[config.mk]
export PLATFORM = sky130hd
export DESIGN_NAME = rom_instrucoes
export DESIGN_NICKNAME = d
export VERILOG_FILES = /design/src/rtl/rom_instrucoes.sv
export SDC_FILE = /design/constraint.sdc
export NUM_CORES = 2
export LEC_CHECK = 0
export CORE_AREA = 2 2 403 505
export CTS_CLUSTER_DIAMETER = 120
export DETAILED_ROUTE_END_ITERATION = 6
export DIE_AREA = 0 0 405 507
export PLACE_DENSITY_LB_ADDON = 0.1
export REMOVE_ABC_BUFFERS = 1
export SLEW_MARGIN = 0
export SYNTH_ARGS = -nofsm -noshare
export SYNTH_HDL_FRONTEND = slang
export SYNTH_SLANG_ARGS = --single-unit
[constraint.sdc]
create_clock -name clk -period 4.4 [get_ports clk]
set_clock_uncertainty 0.05 [all_clocks]
set_input_delay 0.88 -clock clk [delete_from_list [all_inputs] [get_ports clk]]
set_output_delay 0.88 -clock clk [all_outputs]
set_load 0.02 [all_outputs]
[src/rtl/rom_instrucoes.sv]
// Instruction ROM with a valid/ready fetch port, a 1-cycle registered response and a load port.
// Faulted fetches (misaligned or past the last word) answer with NOP and erro set.
module rom_instrucoes #(
  parameter int                 LARGURA      = 32,
  parameter int                 PROFUNDIDADE = 64,
  parameter logic [LARGURA-1:0] NOP          = LARGURA'(32'h00000013),
  localparam int                END_W        = $clog2(PROFUNDIDADE)
) (
  input  logic               clk,
  input  logic               rst_n,
  input  logic               req_valid,
  output logic               req_ready,
  input  logic [31:0]        endereco,
  input  logic               flush,
  output logic               resp_valid,
  input  logic               resp_ready,
  output logic [LARGURA-1:0] saida,
  output logic               erro,
  input  logic               prog_en,
  input  logic [END_W-1:0]   prog_end,
  input  logic [LARGURA-1:0] prog_dado
);

  localparam logic [29:0]    DEPTH_IDX  = 30'(PROFUNDIDADE);
  localparam logic [END_W:0] DEPTH_PROG = (END_W + 1)'(PROFUNDIDADE);

  // NOTE: the array has no reset; it powers up cleared and keeps its contents across rst_n.
  logic [LARGURA-1:0] mem_q [PROFUNDIDADE] = '{default: '0};

  logic               resp_valid_q, resp_valid_d;
  logic               erro_q, erro_d;
  logic [LARGURA-1:0] saida_q, saida_d;

  logic               fault;
  logic               accept;
  logic [END_W-1:0]   idx;

  assign idx       = endereco[END_W+1:2];
  assign fault     = (endereco[1:0] != 2'b00) || (endereco[31:2] >= DEPTH_IDX);
  assign req_ready = (!resp_valid_q || resp_ready) && !flush;
  assign accept    = req_valid && req_ready;

  // NOTE: every output of this block gets a default first so no latch is inferred.
  always_comb begin
    resp_valid_d = resp_valid_q;
    erro_d       = erro_q;
    saida_d      = saida_q;
    if (flush) begin
      resp_valid_d = 1'b0;
      erro_d       = 1'b0;
    end else if (accept) begin
      resp_valid_d = 1'b1;
      erro_d       = fault;
      saida_d      = fault ? NOP : mem_q[idx];
    end else if (resp_ready) begin
      resp_valid_d = 1'b0;
    end
  end

  // NOTE: non-blocking updates mean a fetch and a load of the same word at one edge see the old word.
  always_ff @(posedge clk or negedge rst_n) begin
    if (!rst_n) begin
      resp_valid_q <= 1'b0;
      erro_q       <= 1'b0;
      saida_q      <= '0;
    end else begin
      resp_valid_q <= resp_valid_d;
      erro_q       <= erro_d;
      saida_q      <= saida_d;
    end
  end

  always_ff @(posedge clk) begin
    if (prog_en && ({1'b0, prog_end} < DEPTH_PROG)) begin
      mem_q[prog_end] <= prog_dado;
    end
  end

  assign resp_valid = resp_valid_q;
  assign erro       = erro_q;
  assign saida      = saida_q;

endmodule

==> impl_results.md <==
* Worst-Skew Late Latency at ~0.84 ns
* PwrDens at roughly 440 nW/um2
* Most used cell, CP: clkdlybuf4s50_1
* Combinational power share at 0.050
* Max capacitance violation total at 0
* CP arrival at approximately 2.6 ns
* Outcome: complete, no violations
* CP max FO at 7
* Post-DRT Antenna Nets at 0
* GRT Util Overall at 0.225
* RSZ-0062 raised after global routing: no
* WL final at ~230 mm
* Worst Hold Launch: prog_dado[14]
* CTS Buf Count at 200
* Placed Area at between 80,000 and 90,000 um2
* Leak pwr at 28.8 nW
* Post-synth top cells: 2,048 x edfxtp_1, 480 x mux4_2, 129 x mux2i_1, 95 x nor2_1, 75 x clkbuf_1
* Setup Buffers After CTS at 0
* Worst R2R Path Depth at 6
* Gpl congestion at a little under 0.8
* Most common cell in the netlist: edfxtp_1
* FF+latch count, synth at between 2,000 and 2,500
* IO Pins at between 100 and 150
* Sequential power share at 0.536
* Rel. slew slack at 0.174
* Async set-reset flop share out of synthesis at 0.0163
* Final Hold Vio Count at 0
* Share of cells above drive strength 1 at 0.283
* Hold depth at 1
* Die width at just over 400 um
* Crit Reg-Reg Endpoint: saida[13]
* Area Growth Syn to Fin at 15.8%
* Crit-path leading delay family: buffers and inverters
* Slew at the pin with the worst max-slew slack at 1.24 ns
* Overflow after GRT at 0
* 1st-iter DRT viols at between 4,000 and 5,000
* Die height at about 510 um
* Pin count of the biggest net entering global routing at 65
* Clock power frac at 0.414
* Period utilization at 0.803
* IO Port Bufs at 110
* Min-delay worst type: in -> reg
* Vias in the first global route at between 30,000 and 40,000
* Min Tclk post-route at between 3 and 4 ns
* H-tree levels at 4
* First-pass GRT wire length at 320 mm
* Startpoint class of the critical path: input port
* Max VDD drop at ~0.32 mV
* Root Driver: clkbuf_16
* EDFF count, synth at a little over 2,000
* Core Region at approximately 200,000 um2
* Initial antenna violation count at 24
* Synth cell types at 51
* Switching part of the total at 0.212
* Vias at 38,800
* Wire per inst at 33.9 um
* CTS tree: done
* Avg Inst Size Synth at about 22 um2
* Mapped cell area at approximately 80,000 um2
* Final HPWL DP at roughly 130 mm
* Clock transition at path regs at 0.06 ns
* Worst path cell trace: clkdlybuf4s50_1 > nor2b_1 > buf_4 > nor2_1 > clkdlybuf4s50_1
* Final Cell Area at ~92,000 um2
* Top cells by area, synth: edfxtp_1 77%, mux4_2 14%, mux2i_1 1.6%
* Seq/Total Area, Yosys at 0.782
* Critical path's slowest cell: clkdlybuf4s50_1
* Slew Limit Fails at 0
* Int Pwr at approximately 32 mW
* Die area at slightly above 200,000 um2
* Finish-stage setup viols at 0
* Launching point of the worst reg2reg path: resp_valid
* # rows at between 150 and 200
* Hold Path End: mem_q[28][14]
* Drt drc at 0
* Fmax at ~280 MHz
* Synth top area share at 0.771
* WS Path Type: in -> out
* YS warnings at 0
* Layout Nets at between 3,000 and 4,000
* Final TNS setup at 0 ns
* Routed vias/inst at around 5.7
* Crit path buf inv count at 3
* CP max stage delay at between 0.5 and 0.6 ns
* Starting density of the core at 0.398
* Most used DFF post-synth: edfxtp_1
* CP required at 3.47 ns
* Crit. End Element: primary output
* Post-synthesis instance total at about 3,600
* Synth area leader: edfxtp_1
* Drt pass-1 iters at 7
* Net Switching at slightly below 9 mW
* R2R setup slack at around 1.9 ns
* Clk sinks at about 2,100
* Max Root-Sink Buffers at 3
what timing repair did:
item                                   CTS  global route
endpoints found under the hold margin    8             0
hold buffers                             1             0
gates resized for setup                  0             0
flip-flops by register name, indices dropped and copies added (netlist names):
name	flops
mem_q	2048
erro	1
resp_valid	1
saida	32
placed cells by master, fill, tap and decap left out, types with 58 or more instances in the layout:
| master | instances |
|---|---|
| a22oi_1 | 58 |
| buf_12 | 66 |
| buf_4 | 155 |
| clkbuf_16 | 205 |
| clkdlybuf4s50_1 | 71 |
| edfxtp_1 | 2048 |
| mux2_2 | 59 |
| mux2i_1 | 129 |
| mux4_2 | 480 |
| nand2_1 | 71 |
| nand3_1 | 60 |
| nor2_4 | 62 |
| o22ai_1 | 58 |
metal layers:
metal / wire length, um / track usage
met4: 5660 / 0.0576
met5: 54 / 0
met1: 98500 / 0.317
met3: 12800 / 0.0325
met2: 112000 / 0.368
through the flow:
stage | setup WS (ns) | total power, mW | utilization | hold WS, ns | cells
after floorplan | 0.421 | 23.1 | - | 0.534 | 3356
after global placement | 0.656 | 24.4 | 0.429 | 0.510 | 6383
after detailed placement | 0.635 | 24.5 | 0.429 | 0.508 | 6383
after CTS | 0.880 | 41.4 | 0.460 | 0.377 | 6754
after global routing | 0.750 | 42.2 | 0.460 | 0.425 | 6756
final | 0.865 | 40.9 | 0.460 | 0.439 | 6759
power by group through the flow:
stage	clock network (mW)	logic [mW]	registers, mW
6_report	16.9	2.06	21.9
5_1_grt	18.0	2.18	21.9
4_1_cts	17.3	2.09	21.9
3_5_place_dp	0	2.09	22.4
3_3_place_gp	0	2.08	22.4
2_1_floorplan	0	0.786	22.4
worst max-delay path by stage:
stage,startpoint,to,slack (ns),cells after the start
floorplan,prog_end[5],mem_q[48][0],0.42,3
finish,resp_ready,req_ready,0.87,5
detailed placement,endereco[2],saida[28],0.63,8
CTS,resp_ready,req_ready,0.88,5
global placement,endereco[2],saida[29],0.66,8
global route,resp_ready,req_ready,0.75,5
layout make-up:
cell class	count	area (um2)
clock inverters	115	1020
clock buffers	255	5340
fillers	16800	108000
inverters	2	7.51
diodes	5	12.5
well taps	2697	3370
multi-input cells	1272	16800
repair buffers	331	3440
flip-flops and latches	2082	62300
cell families after synthesis:
kind of cell           count (synthesis)  synth area share
AOI/OAI and AO/OA                    270            0.0239
and+or+nand+nor                      334            0.0203
DFF                                 2082             0.782
buffers and inverters                197            0.0137
muxes                                668             0.160
(Power assumes the default switching activity.)
